## src/rtl/alu_word_sequencer.sv

```systemverilog
// Multi-byte ALU sequencer: runs a BYTES-wide operation through one 8-bit ALU, LSB first, with carry chaining.
// Optional zero flag on the response when ALU_SEQ_ZERO_FLAG_EN is defined.
//
// state | meaning
// IDLE  | waiting for a command, cmd_ready=1
// RUN   | driving the ALU one byte per cycle
// DONE  | response valid, held until rsp_ready
module alu_word_sequencer #(
  parameter int BYTES = 4
) (
  input  logic               clk,
  input  logic               rst_n,
  input  logic               cmd_valid,
  output logic               cmd_ready,
  input  logic [2:0]         cmd_oper,
  input  logic [8*BYTES-1:0] cmd_a,
  input  logic [8*BYTES-1:0] cmd_b,
  input  logic               cmd_c_in,
  output logic [2:0]         alu_oper,
  output logic [7:0]         alu_a,
  output logic [7:0]         alu_b,
  output logic               alu_c_in,
  input  logic [7:0]         alu_sum,
  input  logic               alu_c_out,
  output logic               rsp_valid,
  input  logic               rsp_ready,
  output logic [8*BYTES-1:0] rsp_result,
`ifdef ALU_SEQ_ZERO_FLAG_EN
  output logic               rsp_zero,
`endif
  output logic               rsp_c_out
);

  localparam int KW = (BYTES > 1) ? $clog2(BYTES) : 1;

  typedef enum logic [1:0] {IDLE, RUN, DONE} state_t;

  state_t             state, state_nxt;
  logic [2:0]         oper_q;
  logic [8*BYTES-1:0] a_q, b_q, result_q;
  logic               cin_q, carry_q;
  logic [KW-1:0]      k;
  logic               accept, last_byte, arith;
  logic [7:0]         byte_a, byte_b;

  assign accept    = (state == IDLE) && cmd_valid;
  assign last_byte = (k == KW'(BYTES - 1));
  assign arith     = (oper_q < 3'd3);

  always_ff @(posedge clk or negedge rst_n) begin
    if (!rst_n) state <= IDLE;
    else        state <= state_nxt;
  end

  always_comb begin
    state_nxt = state;
    case (state)
      IDLE:    if (cmd_valid) state_nxt = RUN;
      RUN:     if (last_byte) state_nxt = DONE;
      DONE:    if (rsp_ready) state_nxt = IDLE;
      default: state_nxt = IDLE;
    endcase
  end

  always_comb begin
    byte_a = 8'd0;
    byte_b = 8'd0;
    for (int i = 0; i < BYTES; i++) begin
      if (k == KW'(i)) begin
        byte_a = a_q[8*i +: 8];
        byte_b = b_q[8*i +: 8];
      end
    end
  end

  always_comb begin
    cmd_ready = (state == IDLE);
    rsp_valid = (state == DONE);
    alu_oper  = 3'd0;
    alu_a     = 8'd0;
    alu_b     = 8'd0;
    alu_c_in  = 1'b0;
    if (state == RUN) begin
      alu_oper = oper_q;
      alu_a    = byte_a;
      alu_b    = byte_b;
      // opcode 010 has its carry inverted inside the ALU, so re-invert the chained carry
      if (arith) begin
        if (k == '0)               alu_c_in = cin_q;
        else if (oper_q == 3'b010) alu_c_in = ~carry_q;
        else                       alu_c_in = carry_q;
      end
    end
  end

  always_ff @(posedge clk or negedge rst_n) begin
    if (!rst_n) begin
      oper_q   <= 3'd0;
      a_q      <= '0;
      b_q      <= '0;
      cin_q    <= 1'b0;
      carry_q  <= 1'b0;
      k        <= '0;
      result_q <= '0;
    end else if (accept) begin
      oper_q  <= cmd_oper;
      a_q     <= cmd_a;
      b_q     <= cmd_b;
      cin_q   <= cmd_c_in;
      carry_q <= 1'b0;
      k       <= '0;
    end else if (state == RUN) begin
      carry_q <= arith ? alu_c_out : 1'b0;
      k       <= k + KW'(1);
      for (int i = 0; i < BYTES; i++)
        if (k == KW'(i)) result_q[8*i +: 8] <= alu_sum;
    end
  end

  assign rsp_result = result_q;
  assign rsp_c_out  = carry_q;

`ifdef ALU_SEQ_ZERO_FLAG_EN
  logic zero_q;

  always_ff @(posedge clk or negedge rst_n) begin
    if (!rst_n)               zero_q <= 1'b0;
    else if (accept)          zero_q <= 1'b0;
    else if (state == RUN)    zero_q <= (alu_sum == 8'd0) && ((k == '0) || zero_q);
  end

  assign rsp_zero = zero_q;
`endif

endmodule

```

## config.mk

```make
export PLATFORM = sky130hd
export DESIGN_NAME = alu_word_sequencer
export DESIGN_NICKNAME = d
export VERILOG_FILES = /design/src/rtl/alu_word_sequencer.sv
export SDC_FILE = /design/constraint.sdc
export NUM_CORES = 1
export LEC_CHECK = 0
export BUFFER_PORTS_ARGS = -buffer_cell sky130_fd_sc_hd__buf_4
export CELL_PAD_IN_SITES_DETAIL_PLACEMENT = 1
export CELL_PAD_IN_SITES_GLOBAL_PLACEMENT = 1
export CORE_UTILIZATION = 42
export DETAILED_ROUTE_END_ITERATION = 7
export PLACE_DENSITY = 0.9
export SLEW_MARGIN = 20
export SYNTH_ARGS = -nofsm -noshare
export SYNTH_HDL_FRONTEND = slang
export SYNTH_SLANG_ARGS = --single-unit
```

## constraint.sdc

```tcl
create_clock -name clk -period 2.4 [get_ports clk]
set_input_delay 0.48 -clock clk [delete_from_list [all_inputs] [get_ports clk]]
set_output_delay 0.48 -clock clk [all_outputs]
set_load 0.005 [all_outputs]
```

==> Yosys cells after proc, flatten, opt, wreduce, memory -nomap -nowiden <==
Cells that the tools add are included.
{ "classes": {"addsub": 1, "bitwise": 2, "div_mod_pow": 0, "n_lt_le_gt_ge": 1, "eq_ne": 9, "multipliers": 0, "shift": 0, "reduce_logical": 9, "n_mux": 24} }
{ "ops": {"columns": ["cell", "count"], "rows": [
  ["8-bit 2-to-1 mux", 10],
  ["3-bit AND reduction", 5],
  ["2-bit 2-to-1 mux", 5],
  ["1-bit 2-to-1 mux", 7],
  ["2-bit == test, second input constant", 3],
  ["2-bit one-hot mux with 3 select lines", 1],
  ["2-bit by 1-bit == test with 1-bit output, second input constant", 2],
  ["2-bit logical NOT", 2],
  ["2-bit != test, second input constant", 2],
  ["3-bit by 2-bit == test with 1-bit output, second input constant", 1],
  ["3-bit by 2-bit less-than comparator with 1-bit output, second input constant", 1],
  ["3-bit 2-to-1 mux", 1],
  ["2-bit by 1-bit adder with 2-bit output, second input constant", 1],
  ["2-bit by 1-bit != test with 1-bit output, second input constant", 1],
  ["1-bit inverter", 2],
  ["2-bit nonzero test", 1],
  ["1-bit logical AND", 1]
]} }
{ "totals": {"ramBits": 0, "regBits": 105, "input_bits": 81, "out_inout_bits": 55, "latchBits": 0, "rom_bits": 0, "mem_count": 0} }

==> Depth between registers and ports, before layout <==
Gate-level depths: netlist of run 1.
{ "depth": {"ltp_word": 6, "mapped_depth": 7, "mapped_depth_nobuf": 5} }

==> Least setup slack after synthesis of run 1 <==
Ideal clock, no wire load.
{ "synth_timing": {"path_type": "reg2out", "startpoint": "register k[0]", "endpoint": "output alu_a[0]", "n_path_buf": 2, "path_stages_with_launch": 7, "t_required_ns": 1.920, "setup_slack_ns": 0.350, "arrival_ns": 1.570, "path_cell_list": "dfrtp_1 ha_1 buf_2 nor2b_2 buf_4 a221oi_1 o41ai_1"} }
{ "synth_between": {"elab_chain_len": 6} }
{ "synth_lines": {"columns": ["element", "line_no", "source"], "rows": [
  ["from (decl)", "42", "logic [KW-1:0] k;"],
  ["from (signal assigned)", "114", "k <= k + KW'(1);"],
  ["2-bit logical NOT", "69", "if (k == KW'(i)) begin"],
  ["8-bit 2-to-1 mux (3 in a row)", "69", null],
  ["8-bit 2-to-1 mux *", "69", null],
  ["8-bit 2-to-1 mux *", "83", "if (state == RUN) begin"],
  ["to (decl)", "20", "output logic [7:0] alu_a,"]
]} }
Every way passes the cells marked *; elsewhere a longest branch is shown, timed or not.

==> Final worst setup path of run 1 <==
{ "layout_timing": {"startpoint": "register k[1]", "endpoint": "output alu_a[4]"} }
The elaborated chain is that of the path after synthesis.

==> results.txt, run 1 <==
pin count of the biggest net entering global routing -> 38
nets -> 554
Multi-input gate area -> 2350 um^2
crit path max fanout -> 8
top-area cell type share of the netlist area -> 54.2%
Global Route Usage Sum -> 26.0%
failing checks -> negative setup slack
DRT iter0 DRCs -> 84
Fin Clk Skew -> 0.00385 ns
number of I/O port buffers -> 135
die area -> 12000 um^2
first-pass GRT wire length -> 22.3 mm
ys async rst share -> 100%
r2r worst-path depth -> 5
I/O pin count -> 136
Final WS setup -> -0.0726 ns
layout cell share with drive strength beyond 1 -> 64.8%
cells after synthesis -> 327
Syn Area/Cell -> 14.8 um^2
R2R setup slack -> 0.43 ns
core area -> 11000 um^2
r2r endpoint -> rsp_result[28]
Critical Setup Path Class -> reg2out
total CTS buffers -> 9
drt via density -> 5.49
Ant. Diodes -> 0
mapped cell area -> 4850 um^2
fmax -> 404 MHz
run status -> finished with violations
Synth Flop Type -> dfrtp_1
CP max stage cell -> dfrtp_1
Vias -> 3357
Yosys cell types -> 29
area grow syn2layout -> 39.3%
endpoints failing hold -> 0
final period utilization -> 103%
worst flop-to-flop path startpoint -> k[0]
post-synth top area cell -> dfrtp_1
GRT overflow -> 0
Reg area -> 2630 um^2
syn nets -> 412
Final Instance Area -> 6750 um^2
Die Y -> 109 um
First-pass DRT Iterations -> 4
DR WL/cell -> 23.4 um
routed wire length -> 14.3 mm
nature of the critical path endpoint -> primary output
register area share after synthesis -> 54.2%
worst min-delay path class -> in2async
CTS Buffer Depth -> 2
met3 wire len -> 618 um
met2 WL -> 7.78 mm
placed instance area -> 6040 um^2
max_cap viols -> 0
worst-path cell chain -> inv_2 -> ha_2 -> nor2b_4 -> buf_12 -> a221oi_2 -> o41ai_4 -> buf_4
Yosys warning count -> 0
row count -> 38
register bit total from synthesis -> 105
DR DRC count -> 0
Worst setup SP type -> register
hold_buf cts -> 0
most common cell after layout, fill and taps aside -> buf_4
Worst Path Arrival -> 1.99 ns
actual slew at the worst max-slew pin -> 0.470 ns
Initial Utilization -> 43.9%
Post-DP HPWL -> 9.18 mm
CTS tree -> done
Slew Limit Fails -> 0
clk_lat worst skew -> 0.36 ns
Final min period -> 2.47 ns
clk root buf -> clkbuf_16
Die W -> 109 um
VDD IR max -> 0.821 mV
vias in the first global route -> 4024
Worst Setup SP -> k[1]
max layer used -> met4
Post-synth EDFFs -> 0
H-tree Lvls -> 3
Worst-path clk slew -> 0.07 ns
Final Non-Filler Cells -> 612
Final setup viols -> 13
initial antenna violation count -> 0
Worst slew margin -> 68.6%
RePlAce Congestion -> 0.802
Worst path max stage delay -> 0.41 ns
Worst Path Required -> 1.92 ns
most frequent cells in the layout -> 144 x buf_4, 105 x dfrtp_1, 67 x mux2_4, 33 x mux2_2
RSZ-0062 raised after global routing -> yes
Fillers -> 1062
Inst Count DP -> 593
total clock sinks -> 105
power density cells -> 1490 nW/um^2
Routed met1 length -> 5.52 mm
Static Leakage -> 3.27 nW
ranking of synthesized cells by area -> dfrtp_1 54%, mux2_4 21%, mux2_2 7.7%
Antenna Violating Nets Remaining -> 0
report_power, final:
group          switching (mW)  internal, mW  leakage, nW
logic                    2.16          3.04         1.90
registers               0.715          2.69         1.23
clock network           0.641         0.824        0.137
worst max-delay path: cells and delay by family (launching register included):
family,cells,cell delay (ns)
flip-flops,1,0.41
adder cells (fa/ha/maj),1,0.25
buffers and inverters,3,0.42
AND/OR/NAND/NOR,1,0.09
AO/OA/AOI/OAI,2,0.46
synthesized netlist by cell type (all sizes together) (4+ instances only):
| library cell | instances |
|---|---|
| o21ai | 4 |
| mux2 | 100 |
| nand3 | 16 |
| buf | 13 |
| nor2b | 18 |
| nand2 | 6 |
| ha | 4 |
| and2 | 4 |
| dfrtp | 105 |
| o41ai | 15 |
| clkbuf | 10 |
| a221oi | 15 |
worst max-delay path by stage:
stage	to
6_report	alu_a[4]
4_1_cts	alu_a[4]
3_5_place_dp	alu_b[1]
5_1_grt	alu_b[4]
3_3_place_gp	alu_b[7]
2_1_floorplan	alu_a[0]
metal layers:
metal | GRT usage [%] | up-vias
li1 | - | 1484
met1 | 28.5 | 1734
met2 | 47.5 | 108
met3 | 6.88 | 31
met4 | 10.8 | 0
met5 | 0 | -
metrics by stage:
step | setup slack [ns] | power, mW | utilization, % | setup TNS (ns) | hold WS, ns
floorplan | 0.350 | 5.85 | - | 0 | 0.184
global placement | 0.249 | 7.39 | 54.8 | 0 | 0.425
detailed placement | 0.102 | 7.69 | 54.8 | 0 | 0.437
CTS | -0.0208 | 9.97 | 60.9 | -0.0447 | 0.0553
global route | -0.129 | 10.6 | 61.2 | -1.46 | 0.0635
finish | -0.0726 | 10.1 | 61.2 | -0.459 | 0.0491
state kept, by name, summed over array words and instances (netlist names):
register and cells:
state 2, a_q 32, k 2, b_q 32
cin_q 1, rsp_result 32, rsp_c_out 1, oper_q 3
kinds of logic after synthesis:
logic type,Yosys count,synth area share (%)
xor+xnor,1,0.181
compound gates,40,6.87
simple gates,51,5.91
buf+inv,26,3.38
mux,100,28.4
fa+ha+maj,4,1.03
flops,105,54.2
final cells by class:
type                    count  share of cell area (%)
clock buffers              11                    3.60
clock inverters             3                   0.630
inverters                   3                   0.167
multi-input cells         196                    34.9
flip-flops and latches    105                    38.9
well taps                 140                    2.59
repair buffers            154                    19.2
what timing repair did:
action,in CTS,in global routing
pin swaps,19,0
gates resized for setup,49,7
cloned,2,0
endpoints found under the setup margin,16,17
buffers inserted,3,0
(Power assumes the default switching activity.)
==> inputs of run 2 (changes only) <==
CORE_MARGIN = 10   (was unset)
==> run 2 against run 1 <==
  * The flow still finishes with violations (negative setup slack)
  * Global-route usage is 8.4 points lower
  * Fmax decreased by 3.6%
  * Register-to-register slack better by 0.02 ns
  * Clock skew increased by 0.0044 ns
  * Via count grew 0.74%
  * Cell count grew 2.3%
  * Design area about the same
  * Critical path depth is 1 higher
  * Utilization shrank 1.8 points
  * Worst setup slack got worse by 0.093 ns
  * Sequential power about the same
  * Combinational power grew 0.8%
  * Critical endpoint is now alu_a[7]
==> results.txt, run 2 (synthesized netlist as in run 1, its figures left out) <==
Fillers -> 1107 (+4.2%)
Final setup viols -> 16 (+3)
Final min period -> 2.57 ns (+0.0934 ns)
I/O pin count -> 136 (unchanged)
DRT iter0 DRCs -> 182 (+120%)
pin count of the biggest net entering global routing -> 55 (+45%)
clock network power share -> 15.2% (+0.6 points)
Static Leakage -> 3.31 nW (+1.2%)
Worst-path clk slew -> 0.07 ns (about the same)
worst flop-to-flop path startpoint -> state[1]
layout cell share with drive strength beyond 1 -> 64.8% (about the same)
number of I/O port buffers -> 135 (unchanged)
initial antenna violation count -> 0 (unchanged)
Ant. Diodes -> 0 (unchanged)
GRT overflow -> 0 (unchanged)
Initial Utilization -> 42.6% (-1.3 points)
Worst Path Required -> 1.92 ns (about the same)
Gate power share -> 51.6% (about the same)
actual slew at the worst max-slew pin -> 0.579 ns (+0.109 ns)
DR WL/cell -> 25.5 um (+9.2%)
fmax -> 390 MHz (-3.6%)
Global Route Usage Sum -> 17.7% (-8.4 points)
H-tree Lvls -> 3 (unchanged)
Psw -> 3.56 mW (+1.0%)
most frequent cells in the layout -> 153 x buf_4, 105 x dfrtp_1, 67 x mux2_4, 33 x mux2_2
Slew Limit Fails -> 0 (unchanged)
Sw Share -> 35.0% (+0.061 points)
Fin Clk Skew -> 0.00824 ns (+0.00439 ns)
area grow syn2layout -> 39.3% (about the same)
failing checks -> negative setup slack
First-pass DRT Iterations -> 4 (unchanged)
Post-DP HPWL -> 10.6 mm (+15%)
Die W -> 127 um (+16%)
Worst Setup SP -> k[0]
CTS Buffer Depth -> 2 (unchanged)
Flop pwr share -> 33.3% (-0.5 points)
core area -> 11400 um^2 (+3.1%)
clk_lat worst skew -> 0.35 ns (about the same)
worst slack, placed -> 0.143 ns (+0.0412 ns)
die area -> 16200 um^2 (+36%)
DR DRC count -> 0 (unchanged)
Antenna Violating Nets Remaining -> 0 (unchanged)
max_cap viols -> 0 (unchanged)
Final WS setup -> -0.166 ns (-0.0934 ns)
VDD IR max -> 0.689 mV (-16%)
RePlAce Congestion -> 0.742 (-7.5%)
crit path max fanout -> 7 (-1)
Critical Setup Path Class -> reg2out
power density cells -> 1500 nW/um^2 (+0.81%)
nature of the critical path endpoint -> primary output
drt via density -> 5.40 (-1.5%)
R2R setup slack -> 0.45 ns (+0.02 ns)
Worst Path Arrival -> 2.09 ns (+0.10 ns)
routed wire length -> 16.0 mm (+12%)
worst min-delay path class -> in2reg
RSZ-0062 raised after global routing -> yes
r2r worst-path depth -> 4 (-1)
Vias -> 3382 (+0.74%)
run status -> finished with violations
first-pass GRT wire length -> 22.3 mm (-0.16%)
Die Y -> 127 um (+16%)
most common cell after layout, fill and taps aside -> buf_4
CP endpoint -> alu_a[7]
clk root buf -> clkbuf_16
CTS tree -> done
endpoints failing hold -> 0 (unchanged)
row count -> 39 (+2.6%)
Worst setup SP type -> register
r2r endpoint -> rsp_result[28]
Worst slew margin -> 61.4% (-7.2 points)
hold_ws -> 0.331 ns (+0.282 ns)
vias in the first global route -> 3772 (-6.3%)
total CTS buffers -> 9 (unchanged)
total clock sinks -> 105 (unchanged)
nets -> 563 (+1.6%)
Internal -> 6.61 mW (+0.77%)
final period utilization -> 107% (+3.9 points)
[run 2: layout make-up]
class                           count  area [um^2]  share of cell area (%)
Sequential cell                   105         2630                    38.9
Inverter                            3         11.3                   0.167
Clock inverter                      5         53.8                   0.797
Timing Repair Buffer              163         1350                    20.0
Tap cell                          143          179                    2.65
Multi-Input combinational cell    196         2280                    33.8
Clock buffer                       11          253                    3.74
[run 2: power by group through the flow]
stage / clock [mW] / combinational, mW / sequential (mW)
finish: 1.54 / 5.24 / 3.38
global route: 1.63 / 5.55 / 3.47
CTS: 1.56 / 4.62 / 3.32
detailed placement: 0 / 4.51 / 3.32
global placement: 0 / 4.33 / 3.24
floorplan: 0 / 2.71 / 3.13
[run 2: metal layers]
metal | track usage, % | share of wire [%] | vias up
met5 | 0 | 0 | -
met4 | 7.90 | 2.5 | 0
met3 | 3.27 | 4.1 | 25
met2 | 31.4 | 54 | 100
met1 | 20.1 | 40 | 1755
li1 | - | - | 1502
[run 2: how the worst min path moves through the flow]
stage                         start       end  slack, ns  cells after the start
after floorplan               rst_n    a_q[0]       0.18                      0
after global placement        rst_n   a_q[19]       0.37                      1
after detailed placement      rst_n   a_q[27]       0.37                      1
after CTS                 rsp_ready  state[1]       0.32                      2
after global routing      rsp_ready  state[1]       0.33                      2
final                     rsp_ready  state[1]       0.33                      2
[run 2: critical path, cell delays in order (launching register included)]
cell and delay (ns):
dfrtp_1 0.44, inv_2 0.12, ha_4 0.14, nor2b_4 0.15, buf_12 0.13, buf_12 0.13
a221oi_2 0.07, o41ai_2 0.36, buf_4 0.18
[run 2: metrics by stage]
step | total power, mW | instance area (um^2) | setup TNS, ns | util, % | std cells
after floorplan | 5.85 | 4850 | 0 | - | 327
after global placement | 7.57 | 6070 | 0 | 53.4 | 598
after detailed placement | 7.83 | 6070 | 0 | 53.4 | 598
after CTS | 9.50 | 6430 | -0.371 | 56.6 | 615
after global routing | 10.7 | 6750 | -2.60 | 59.4 | 626
final | 10.2 | 6750 | -1.37 | 59.4 | 626
[run 2: what timing repair did]
| item | CTS | global route |
|---|---|---|
| gates cloned | 0 | 2 |
| buffers inserted | 0 | 9 |
| pin swaps | 14 | 11 |
| gates resized for setup | 9 | 33 |
| endpoints found under the hold margin | 11 | 0 |
| setup endpoints to repair | 15 | 16 |
| hold buffers | 1 | 0 |
==> inputs of run 3 (changes only) <==
SETUP_SLACK_MARGIN = 0.2   (was unset)
SKIP_LAST_GASP = 1   (was unset)
clock period = 2.9 ns   (was 2.4 ns; I/O delays follow)
==> run 3 against run 2 <==
  * Routed wire length is 8.7% lower
  * Highest routed layer unchanged
  * Sequential cell count stayed put
  * Count of clock-buffer cells in the layout is 1 higher
  * The run now ends clean
  * Critical endpoint is now alu_b[5]
==> results.txt, run 3 (synthesized netlist as in run 1, its figures left out) <==
nets -> 549 (-2.5%)
final period utilization -> 92.3%
Gate power share -> 48.9% (-2.7 points)
Setup TNS Final -> 0 ns (+1.37 ns)
CTS Buffer Depth -> 2 (unchanged)
Critical Setup Path Class -> reg2out
CTS tree -> done
Fin Clk Skew -> 0.0101 ns (+0.00190 ns)
Sw Share -> 33.5% (-1.5 points)
most common cell after layout, fill and taps aside -> buf_4
initial antenna violation count -> 0 (unchanged)
endpoints failing hold -> 0 (unchanged)
max_cap viols -> 0 (unchanged)
layout cell share with drive strength beyond 1 -> 60.0% (-4.8 points)
I/O pin count -> 136 (unchanged)
H-tree Lvls -> 3 (unchanged)
Die Y -> 127 um (unchanged)
total CTS buffers -> 9 (unchanged)
first-pass GRT wire length -> 22.3 mm (+0.19%)
total clock sinks -> 105 (unchanged)
worst min-delay path class -> in2async
RePlAce Congestion -> 0.795 (+7.2%)
worst-path cell chain -> inv_2 -> ha_4 -> nor2b_4 -> buf_8 -> a221oi_1 -> o41ai_1 -> buf_4
run status -> completed
RSZ-0062 raised after global routing -> no
most frequent cells in the layout -> 142 x buf_4, 105 x dfrtp_1, 67 x mux2_4, 33 x mux2_2
Slew Limit Fails -> 0 (unchanged)
fmax -> 374 MHz
DRT iter0 DRCs -> 232 (+27%)
Static Leakage -> 3.16 nW (-4.3%)
Final setup viols -> 0 (-16)
Global Route Usage Sum -> 17.6% (about the same)
row count -> 39 (unchanged)
Post-DP HPWL -> 10.5 mm (-0.21%)
Ant. Diodes -> 0 (unchanged)
actual slew at the worst max-slew pin -> 0.831 ns (+0.252 ns)
Die W -> 127 um (unchanged)
crit path max fanout -> 6 (-1)
hold_buf cts -> 0 (-1)
Worst-path clk slew -> 0.07 ns (about the same)
Antenna Violating Nets Remaining -> 0 (unchanged)
Worst setup SP type -> register
die area -> 16200 um^2 (unchanged)
CP max stage cell -> dfrtp_1
Initial Utilization -> 42.6% (unchanged)
Top delay family on crit path -> compound AO/OA/AOI/OAI gates
Fillers -> 1109 (+0.18%)
VDD IR max -> 0.691 mV (+0.25%)
hold_ws -> 0.313 ns (-0.0181 ns)
clk_lat worst skew -> 0.35 ns (about the same)
Internal -> 5.28 mW (-20%)
core area -> 11400 um^2 (unchanged)
GRT overflow -> 0 (unchanged)
Flop pwr share -> 34.7% (+1.4 points)
First-pass DRT Iterations -> 4 (unchanged)
power density cells -> 1220 nW/um^2 (-19%)
Psw -> 2.66 mW (-25%)
nature of the critical path endpoint -> primary output
clk root buf -> clkbuf_16
area grow syn2layout -> 33.8%
DR DRC count -> 0 (unchanged)
Worst path max stage delay -> 0.44 ns (about the same)
pin count of the biggest net entering global routing -> 64 (+16%)
Final min period -> 2.68 ns
Crit path buffers/inverters -> 3 (-1)
drt via density -> 5.39 (-0.27%)
Vias -> 3292 (-2.7%)
Worst Path Required -> 2.32 ns (+0.40 ns)
vias in the first global route -> 3767 (-0.13%)
DR WL/cell -> 23.9 um (-6.4%)
number of I/O port buffers -> 135 (unchanged)
Worst Path Arrival -> 2.10 ns (about the same)
clock network power share -> 16.4% (+1.2 points)
Worst slew margin -> 44.6% (-17 points)
routed wire length -> 14.6 mm (-8.7%)
[run 3: cell count changes in the layout (fill, tap and decap cells not counted), sizes merged]
cell,delta
buf,-12
clkinv,-3
bufinv,+1
dlygate4sd3,-1
[run 3: timing repair]
item	4_1_cts	5_1_grt
cloned	0	1
buffers inserted	0	2
resized for setup	8	13
setup endpoints to repair	12	17
pin swaps	1	11
[run 3: worst paths after layout]
| path | endpoint | cells after the start | start | slack (ns) |
|---|---|---|---|---|
| max | alu_b[5] | 7 | k[0] | 0.22 |
| min in group clk | state[1] | 2 | rsp_ready | 0.44 |
| min | a_q[5] | 1 | rst_n | 0.31 |
| min reg2reg | rsp_result[12] | 1 | rsp_result[12] | 0.51 |
| max in group asynchronous | a_q[10] | 2 | rst_n | 1.82 |
| max reg2reg | a_q[7] | 3 | state[0] | 1.04 |
[run 3: layer usage]
layer / wire length, um / GRT usage (%) / vias up
met5: 0 / 0 / -
met1: 5750 / 20.1 / 1725
li1: - / - / 1468
met2: 7910 / 31.4 / 82
met3: 702 / 4.18 / 17
met4: 246 / 6.43 / 0
[run 3: layout make-up]
class                      instances  area, um^2  area share (%)
inverter                           3        11.3           0.174
clock inverter                     3        65.1            1.00
tap                              143         179            2.76
timing repair buffer             149        1200            18.5
multi-input combinational        196        2160            33.3
sequential                       105        2630            40.5
clock buffer                      12         246            3.80
[run 3: metrics by stage]
| step | utilization, % | instances | cell area, um^2 | setup slack (ns) | total power, mW |
|---|---|---|---|---|---|
| global placement | 53.0 | 593 | 6020 | 0.533 | 6.18 |
| finish | 57.0 | 611 | 6480 | 0.224 | 7.94 |
| detailed placement | 53.0 | 593 | 6020 | 0.388 | 6.42 |
| global route | 57.0 | 611 | 6480 | 0.174 | 8.41 |
| CTS | 56.2 | 608 | 6390 | 0.165 | 7.84 |
| floorplan | - | 327 | 4850 | 0.750 | 4.84 |
[run 3: power groups by stage]
stage | Clock (mW) | Combinational [mW] | Sequential [mW]
final | 1.30 | 3.88 | 2.75
after global routing | 1.39 | 4.17 | 2.85
after CTS | 1.33 | 3.77 | 2.74
after detailed placement | 0 | 3.67 | 2.75
after global placement | 0 | 3.49 | 2.69
after floorplan | 0 | 2.24 | 2.59
